--- config.mk ---
export PLATFORM = sky130hd
export DESIGN_NAME = apb4_cmd_bridge
export DESIGN_NICKNAME = d
export VERILOG_FILES = /design/src/rtl/apb4_cmd_bridge.sv
export SDC_FILE = /design/constraint.sdc
export NUM_CORES = 1
export LEC_CHECK = 0
export CAP_MARGIN = 5
export CORE_MARGIN = 4
export CORE_UTILIZATION = 37
export CTS_BUF_LIST = sky130_fd_sc_hd__clkbuf_4 sky130_fd_sc_hd__clkbuf_8
export DETAILED_ROUTE_END_ITERATION = 10
export HOLD_SLACK_MARGIN = 0.05
export PLACE_DENSITY = 0.79
export SLEW_MARGIN = 20
export SYNTH_ARGS = -nofsm -noshare
export SYNTH_HDL_FRONTEND = slang
export SYNTH_SLANG_ARGS = --single-unit
--- constraint.sdc ---
create_clock -name PCLK -period 3.4 [get_ports PCLK]
set_input_delay 0.68 -clock PCLK [delete_from_list [all_inputs] [get_ports PCLK]]
set_output_delay 0.68 -clock PCLK [all_outputs]
set_load 0.02 [all_outputs]
--- src/rtl/apb4_cmd_bridge.sv ---
// -----------------------------------------------------------------------------
// apb4_cmd_bridge
//
// Converts a simple valid/ready command stream into single APB4 transfers and
// returns each result on a valid/ready response channel. At most one transfer
// is in flight: IDLE -> SETUP -> ACCESS -> RESP -> IDLE.
//
// Optional feature (compile-time macro):
//   APB4_CMD_BRIDGE_TIMEOUT_EN  - bound the ACCESS phase to TIMEOUT_CYCLES wait
//                                 cycles; on expiry the response carries
//                                 rsp_err=1, rsp_rdata=0. Without the macro the
//                                 ACCESS phase waits for PREADY indefinitely.
//
// Parameters:
//   DATA_WIDTH     - bus data width, multiple of 8
//   ADDR_WIDTH     - address width
//   TIMEOUT_CYCLES - maximum ACCESS wait cycles (>= 1), timeout build only
//
// Ports:
//   PCLK, PRESET          - clock, asynchronous active-high reset
//   cmd_valid/cmd_ready   - command handshake (ready only in IDLE)
//   cmd_write, cmd_addr, cmd_wdata, cmd_wstrb, cmd_prot - command fields
//   rsp_valid/rsp_ready   - response handshake (valid only in RESP)
//   rsp_rdata, rsp_err    - response payload
//   PSEL, PENABLE, PWRITE, PPROT, PADDR, PWDATA, PSTRB - APB4 master outputs
//   PRDATA, PREADY, PSLVERR                            - APB4 slave inputs
// -----------------------------------------------------------------------------
module apb4_cmd_bridge #(
  parameter int unsigned DATA_WIDTH     = 32,
  parameter int unsigned ADDR_WIDTH     = 32,
  parameter int unsigned TIMEOUT_CYCLES = 16
) (
  input  logic                    PCLK,
  input  logic                    PRESET,

  // Command channel
  input  logic                    cmd_valid,
  output logic                    cmd_ready,
  input  logic                    cmd_write,
  input  logic [ADDR_WIDTH-1:0]   cmd_addr,
  input  logic [DATA_WIDTH-1:0]   cmd_wdata,
  input  logic [DATA_WIDTH/8-1:0] cmd_wstrb,
  input  logic [2:0]              cmd_prot,

  // Response channel
  output logic                    rsp_valid,
  input  logic                    rsp_ready,
  output logic [DATA_WIDTH-1:0]   rsp_rdata,
  output logic                    rsp_err,

  // APB4 master
  output logic                    PSEL,
  output logic                    PENABLE,
  output logic                    PWRITE,
  output logic [2:0]              PPROT,
  output logic [ADDR_WIDTH-1:0]   PADDR,
  output logic [DATA_WIDTH-1:0]   PWDATA,
  output logic [DATA_WIDTH/8-1:0] PSTRB,
  input  logic [DATA_WIDTH-1:0]   PRDATA,
  input  logic                    PREADY,
  input  logic                    PSLVERR
);

  localparam int unsigned StrbWidth = DATA_WIDTH / 8;

  typedef enum logic [1:0] {
    StIdle,
    StSetup,
    StAccess,
    StResp
  } state_e;

  state_e state_q, state_d;

  // Registered transfer fields, held stable from SETUP through ACCESS.
  logic                  pwrite_q, pwrite_d;
  logic [2:0]            pprot_q,  pprot_d;
  logic [ADDR_WIDTH-1:0] paddr_q,  paddr_d;
  logic [DATA_WIDTH-1:0] pwdata_q, pwdata_d;
  logic [StrbWidth-1:0]  pstrb_q,  pstrb_d;

  // Registered response payload.
  logic [DATA_WIDTH-1:0] rdata_q, rdata_d;
  logic                  err_q,   err_d;

  logic accept;
  logic complete;   // ACCESS cycle with PREADY=1
  logic timeout;    // ACCESS cycle that exhausts the wait budget

  // cmd_ready is gated by PRESET so no command can be seen as accepted while
  // the bridge is held in reset.
  assign cmd_ready = (state_q == StIdle) && !PRESET;
  assign accept    = cmd_valid && cmd_ready;
  assign complete  = (state_q == StAccess) && PREADY;

  // ---------------------------------------------------------------------------
  // Optional ACCESS wait counter
  // ---------------------------------------------------------------------------
`ifdef APB4_CMD_BRIDGE_TIMEOUT_EN
  localparam int unsigned CntWidth = (TIMEOUT_CYCLES < 2) ? 1 : $clog2(TIMEOUT_CYCLES + 1);

  logic [CntWidth-1:0] wait_cnt_q, wait_cnt_d;

  always_comb begin
    wait_cnt_d = wait_cnt_q;
    if (state_q == StSetup) begin
      wait_cnt_d = '0;
    end else if ((state_q == StAccess) && !PREADY) begin
      wait_cnt_d = wait_cnt_q + CntWidth'(1);
    end
  end

  // The count holds the wait cycles already seen, so this cycle is the
  // TIMEOUT_CYCLES-th one when it equals TIMEOUT_CYCLES-1. PREADY=1 wins.
  assign timeout = (state_q == StAccess) && !PREADY &&
                   (wait_cnt_q == CntWidth'(TIMEOUT_CYCLES - 1));

  always_ff @(posedge PCLK or posedge PRESET) begin
    if (PRESET) begin
      wait_cnt_q <= '0;
    end else begin
      wait_cnt_q <= wait_cnt_d;
    end
  end
`else
  logic unused_timeout_cfg;
  assign unused_timeout_cfg = (TIMEOUT_CYCLES != 0);
  assign timeout            = 1'b0;
`endif

  // ---------------------------------------------------------------------------
  // State machine
  // ---------------------------------------------------------------------------
  always_comb begin
    state_d = state_q;
    unique case (state_q)
      StIdle: begin
        if (accept) begin
          state_d = StSetup;
        end
      end
      StSetup: begin
        state_d = StAccess;
      end
      StAccess: begin
        if (complete || timeout) begin
          state_d = StResp;
        end
      end
      StResp: begin
        if (rsp_ready) begin
          state_d = StIdle;
        end
      end
      default: begin
        state_d = StIdle;
      end
    endcase
  end

  // ---------------------------------------------------------------------------
  // Transfer field capture: only on acceptance, so a command held on cmd_valid
  // while busy cannot disturb the transfer in flight.
  // ---------------------------------------------------------------------------
  always_comb begin
    pwrite_d = pwrite_q;
    pprot_d  = pprot_q;
    paddr_d  = paddr_q;
    pwdata_d = pwdata_q;
    pstrb_d  = pstrb_q;
    if (accept) begin
      pwrite_d = cmd_write;
      pprot_d  = cmd_prot;
      paddr_d  = cmd_addr;
      pwdata_d = cmd_wdata;
      pstrb_d  = cmd_write ? cmd_wstrb : '0;
    end
  end

  // ---------------------------------------------------------------------------
  // Response capture: PRDATA/PSLVERR are only looked at on the completing
  // ACCESS cycle; writes always return zero data.
  // ---------------------------------------------------------------------------
  always_comb begin
    rdata_d = rdata_q;
    err_d   = err_q;
    if (complete) begin
      rdata_d = pwrite_q ? '0 : PRDATA;
      err_d   = PSLVERR;
    end else if (timeout) begin
      rdata_d = '0;
      err_d   = 1'b1;
    end
  end

  always_ff @(posedge PCLK or posedge PRESET) begin
    if (PRESET) begin
      state_q  <= StIdle;
      pwrite_q <= 1'b0;
      pprot_q  <= '0;
      paddr_q  <= '0;
      pwdata_q <= '0;
      pstrb_q  <= '0;
      rdata_q  <= '0;
      err_q    <= 1'b0;
    end else begin
      state_q  <= state_d;
      pwrite_q <= pwrite_d;
      pprot_q  <= pprot_d;
      paddr_q  <= paddr_d;
      pwdata_q <= pwdata_d;
      pstrb_q  <= pstrb_d;
      rdata_q  <= rdata_d;
      err_q    <= err_d;
    end
  end

  // ---------------------------------------------------------------------------
  // Outputs
  // ---------------------------------------------------------------------------
  assign PSEL      = (state_q == StSetup) || (state_q == StAccess);
  assign PENABLE   = (state_q == StAccess);
  assign PWRITE    = pwrite_q;
  assign PPROT     = pprot_q;
  assign PADDR     = paddr_q;
  assign PWDATA    = pwdata_q;
  assign PSTRB     = pstrb_q;

  assign rsp_valid = (state_q == StResp);
  assign rsp_rdata = rdata_q;
  assign rsp_err   = err_q;

endmodule

==> flow_summary.yaml, run 1 <==
sta:
  whs_ps: 485
  setup_viol_count_final: 0
  fin_crit_sh_pct: 80.3
  max_freq_mhz: 366
  fin_skew_ps: 7.30
  hold_viol: 0
  worstMarginPinSlew_ps: 606
  min_period_ps: 2730
  maxSlewHeadroom_pct: 59.5
  finalMaxSlewViolations: 0
  rsz0062_at_grt: "false"
  fin_tns_setup_ps: 0
  setup_slack_ps: 671
yosys:
  ys_seq_area_share_pct: 63.5
  synth-seq-cells: 107
  synthCells: 319
  ys_top_cells_by_area: "dfrtp_1, mux2_2, nand2b_1"
  synth_area_sq_um: 4220
  synth_top_cell_area_share_pct: 63.5
  synth_cell_types: 16
  yosysTopAreaCell: "dfrtp_1"
  synth_area_per_cell_sq_um: 13.2
  yosysWarningCount: 0
  syn_nets: 433
power:
  p_per_area_nw_per_um2: 928
  p_total_w: 0.00627
  power.static_leakage_nw: 2.90
  vdd.ir_drop.worst_mv: 0.500
finish:
  drive_gt1_share_pct: 17.5
  n_antenna_cell: 0
  nNetsFinal: 652
  fin_util_pct: 61.5
  syn2layout_area_growth_pct: 60.1
grt:
  grt_first_pass_wirelength_mm: 17.3
  antenna_found_initial: 0
  grt.overflow.total: 0
  grt_pass1_vias: 3406
  grt_max_degree: 66
  track_usage_pct: 16.8
worst_setup_path:
  crit_path_cell_trace: "clkdlybuf4s50_1 -> and2b_2 -> clkdlybuf4s50_1"
  path_common_cell: "clkdlybuf4s50_1"
  crit_path_top_delay_cell: "clkdlybuf4s50_1"
  cp-end-kind: "output pin"
  crit_arrival_ps: 2050
  crit_buf_inv: 2
  crit_required_ps: 2720
  cp_slowest_stage_delay_ps: 580
  cp_max_fo: 4
  start_kind: "primary input"
  cp_top_family: "buffers and inverters"
  critPathKind: "primary input to output pin"
clocking:
  htreeDepth: 3
  numCtsBuffers: 9
  cts.reportedPaths.clkPinSlew_ps: 90
  post_cts_buffers: 0
  cts_sinks: 107
  cts_buffer_depth: 2
  ctsResizeCount: 0
  insertion_delay_ps: 360
  cts_tree: "done"
  cts_hold_buf: 0
  cts_root_buffer: "clkbuf_8"
route:
  via_per_inst: 4.65
  drt_first_pass_iters: 4
  drtAntennaViolNets: 0
  via_count: 3174
  post-route-drc-count: 0
  wl_per_cell_microns: 16.4
  drt_iter0_drc: 138
  wl_mm: 11.2
floorplan:
  fp.dieH_microns: 115
  coreArea_sq_um: 11000
  ios: 219
  dieArea_sq_um: 13200
  die_w_microns: 115
  rows: 38
  initial_core_util_pct: 38.4
run_status:
  status: "completed"
placement:
  dpl.hpwl_mm: 8.59
  port_buffers: 218
  gp_congestion: 0.732
  pre_cts_ws_ps: 663
run:
  cap_violations: 0
hold_path:
  hp-class: "register to register"
report_power, final:
part	switching, W	internal (W)
Clock	0.000412	0.000279
Combinational	0.00161	0.00175
Sequential	0.000323	0.00190
worst paths after layout:
check | from | endpoint | slack, ps | cells after the start
worst max-delay path | PRESET | cmd_ready | 670 | 3
worst min-delay path | PSTRB[1] | PSTRB[1] | 480 | 2
worst max register to register | state_q[0] | PWDATA[4] | 1500 | 5
worst min register to register | PSTRB[1] | PSTRB[1] | 480 | 2
max in group asynchronous | PRESET | PSTRB[1] | 2080 | 3
min in group asynchronous | PRESET | PADDR[16] | 870 | 3
synth_stat cells, drive strengths merged:
| master | instances |
|---|---|
| nor2 | 1 |
| mux2i | 1 |
| ha | 4 |
| buf | 11 |
| nand3b | 1 |
| a222oi | 1 |
| nand2b | 33 |
| inv | 5 |
| dfrtp | 107 |
| o21ai | 36 |
| clkbuf | 7 |
| nand2 | 41 |
| and2b | 1 |
| mux2 | 70 |
cell families after synthesis:
| group | after synthesis | share of synthesized area (%) |
|---|---|---|
| buf+inv | 23 | 2.61 |
| mux | 71 | 18.9 |
| simple gates | 77 | 9.31 |
| fa+ha+maj | 4 | 1.19 |
| flops | 107 | 63.5 |
| compound gates | 37 | 4.51 |
sequential cells by signal (all words and copies together) (netlist names):
name / flops
PWRITE: 1
PPROT: 3
PSTRB: 4
PADDR: 32
state_q: 2
rsp_err: 1
PWDATA: 32
rsp_rdata: 32
layout make-up:
class | instances | area (sq um)
Inverter | 5 | 22.5
Fill cell | 874 | 4230
Tap cell | 140 | 175
Sequential cell | 107 | 2680
Clock buffer | 10 | 138
Multi-Input combinational cell | 189 | 1430
Timing Repair Buffer | 226 | 2280
Clock inverter | 5 | 30.0
worst reg2reg max path, stage by stage (launching register included):
cell	delay (ps)
dfrtp_1	400
inv_1	130
ha_1	270
nand3b_4	350
buf_12	330
mux2_2	320
cells in the final DEF (no fill, tap or decap):
cell type / count
buf_4: 5
clkbuf_8: 10
inv_1: 4
mux2_1: 1
nor2_1: 1
nand2_1: 41
and2b_2: 1
dfrtp_1: 107
ha_1: 4
clkinvlp_4: 3
o21ai_0: 36
a222oi_1: 1
mux2_2: 69
nand3b_4: 1
clkdlybuf4s50_1: 218
clkinv_2: 3
mux2i_1: 1
nand2b_1: 33
buf_12: 3
stage by stage:
step                      instances  area (sq um)
after floorplan                 319          4220
after detailed placement        667          6590
after global routing            682          6750
final                           682          6750
after CTS                       682          6750
after global placement          667          6590
routing by layer:
metal,GRT usage [%],vias up,share of wire [%]
met5,0,-,0
met4,7.75,0,2.8
met3,5.79,24,10
met2,28.8,142,50
met1,19.0,1511,37
li1,-,1497,-
No activity file was read; power rests on OpenSTA's default activity.
==> run 2: changes to the inputs <==
==> constraint.sdc (replaced) <==
create_clock -name PCLK -period 2.3 [get_ports PCLK]
set_input_delay 0.46 -clock PCLK [delete_from_list [all_inputs] [get_ports PCLK]]
set_output_delay 0.46 -clock PCLK [all_outputs]
set_load 0.02 [all_outputs]
==> flow_summary.yaml, run 2 (synthesized netlist as in run 1, its figures left out) <==
floorplan:
  dieArea_sq_um: 13200
  rows: 38
  coreArea_sq_um: 11000
  die_w_microns: 115
  initial_core_util_pct: 38.4
  fp.dieH_microns: 115
  ios: 219
finish:
  layout_commonest_cell: "clkdlybuf4s50_1"
  drive_gt1_share_pct: 17.7
  nNetsFinal: 652
  num-fill-cells: 876
  layout_common_cells: "clkdlybuf4s50_1, dfrtp_1, mux2_2"
  n_antenna_cell: 0
  syn2layout_area_growth_pct: 62.5
grt:
  antenna_found_initial: 0
  grt_max_degree: 68
  grt_first_pass_wirelength_mm: 17.1
  grt_pass1_vias: 3415
  track_usage_pct: 16.5
  grt.overflow.total: 0
route:
  via_count: 3194
  wl_mm: 10.9
  via_per_inst: 4.68
  post-route-drc-count: 0
  drtAntennaViolNets: 0
  drt_first_pass_iters: 6
  wl_per_cell_microns: 15.9
  drt_iter0_drc: 116
run:
  cap_violations: 0
power:
  vdd.ir_drop.worst_mv: 0.695
  internal-power_w: 0.00609
  p_per_area_nw_per_um2: 1390
  power_frac_clock_pct: 13.6
  p_seq_share_pct: 34.4
  p_sw_share_pct: 36.1
  p_sw_w: 0.00344
  p_comb_share_pct: 52.1
  power.static_leakage_nw: 2.97
worst_setup_path:
  cp-end-kind: "output pin"
  start_kind: "register"
  rr_startpoint: "state_q[0]"
  worstSetupStartpoint: "state_q[1]"
  cp_max_fo: 4
  critPathKind: "register to output pin"
  crit_arrival_ps: 1750
  crit_required_ps: 1840
sta:
  worstMarginPinSlew_ps: 515
  min_period_ps: 2210
  fin_tns_setup_ps: 0
  finalMaxSlewViolations: 0
  fin_skew_ps: 8.96
  whs_ps: 487
  hold_viol: 0
  max_freq_mhz: 453
  rsz0062_at_grt: "false"
  maxSlewHeadroom_pct: 65.6
  fin_crit_sh_pct: 95.9
  setup_viol_count_final: 0
clocking:
  insertion_delay_ps: 360
  post_cts_buffers: 0
  htreeDepth: 3
  cts_root_buffer: "clkbuf_8"
  cts.reportedPaths.clkPinSlew_ps: 100
  cts_buffer_depth: 2
  cts_sinks: 107
  numCtsBuffers: 9
  cts_tree: "done"
hold_path:
  holdCritStartpoint: "rsp_rdata[18]"
  hp-class: "register to register"
run_status:
  status: "completed"
placement:
  port_buffers: 218
  gp_congestion: 0.747
  dpl.hpwl_mm: 8.41
[run 2: metal layers]
metal  global-route usage (%)  wire, microns  vias to the layer above  part of all wire (%)
met4                     7.04            225                        0                   2.1
met2                     28.2           5410                      135                    50
met1                     18.3           4120                     1543                    38
met3                     6.53           1120                       18                    10
li1                         -              -                     1498                     -
met5                        0              0                        -                     0
[run 2: final cells by class]
class / instances / area (sq um) / share of cell area, %
sequential: 107 / 2680 / 39.1
timing repair buffer: 226 / 2320 / 33.8
multi-input combinational: 189 / 1430 / 20.9
tap: 140 / 175 / 2.55
clock buffer: 12 / 159 / 2.32
clock inverter: 4 / 72.6 / 1.06
inverter: 5 / 22.5 / 0.328
[run 2: timing repair]
item	in CTS	in global routing
resized for setup	1	1
hold endpoints to repair	0	0
hold buffers	0	0
pin swaps	0	0
setup endpoints to repair	1	1
[run 2: path summary, 6_finish.rpt]
kind / end / slack [ps] / depth (start not counted)
min in group asynchronous: PADDR[14] / 610 / 3
max reg2reg: PWDATA[18] / 620 / 5
max in group asynchronous: PSTRB[1] / 1230 / 3
max: PSEL / 90 / 3
min reg2reg: rsp_rdata[18] / 490 / 2
min: rsp_rdata[18] / 490 / 2
[run 2: through the flow]
step	power (W)	setup WS, ps	std cells	utilization [%]	instance area (sq um)
floorplan	0.00578	552	319	-	4220
global placement	0.00819	28.2	667	60.3	6620
detailed placement	0.00835	13.5	667	60.3	6620
CTS	0.00967	40.9	683	62.4	6850
global route	0.0101	0.549	683	62.4	6860
finish	0.00953	94.4	683	62.4	6860
[run 2: power groups by stage]
stage | Sequential, W | Combinational, W | Clock [W]
floorplan | 0.00443 | 0.00135 | 0
global placement | 0.00326 | 0.00492 | 0
detailed placement | 0.00332 | 0.00503 | 0
CTS | 0.00329 | 0.00504 | 0.00135
global route | 0.00341 | 0.00526 | 0.00141
finish | 0.00328 | 0.00496 | 0.00129
[run 2: critical path: stages (launching register included)]
cell	delay, ps
dfrtp_1	390
inv_1	80
ha_1	300
clkdlybuf4s50_1	620
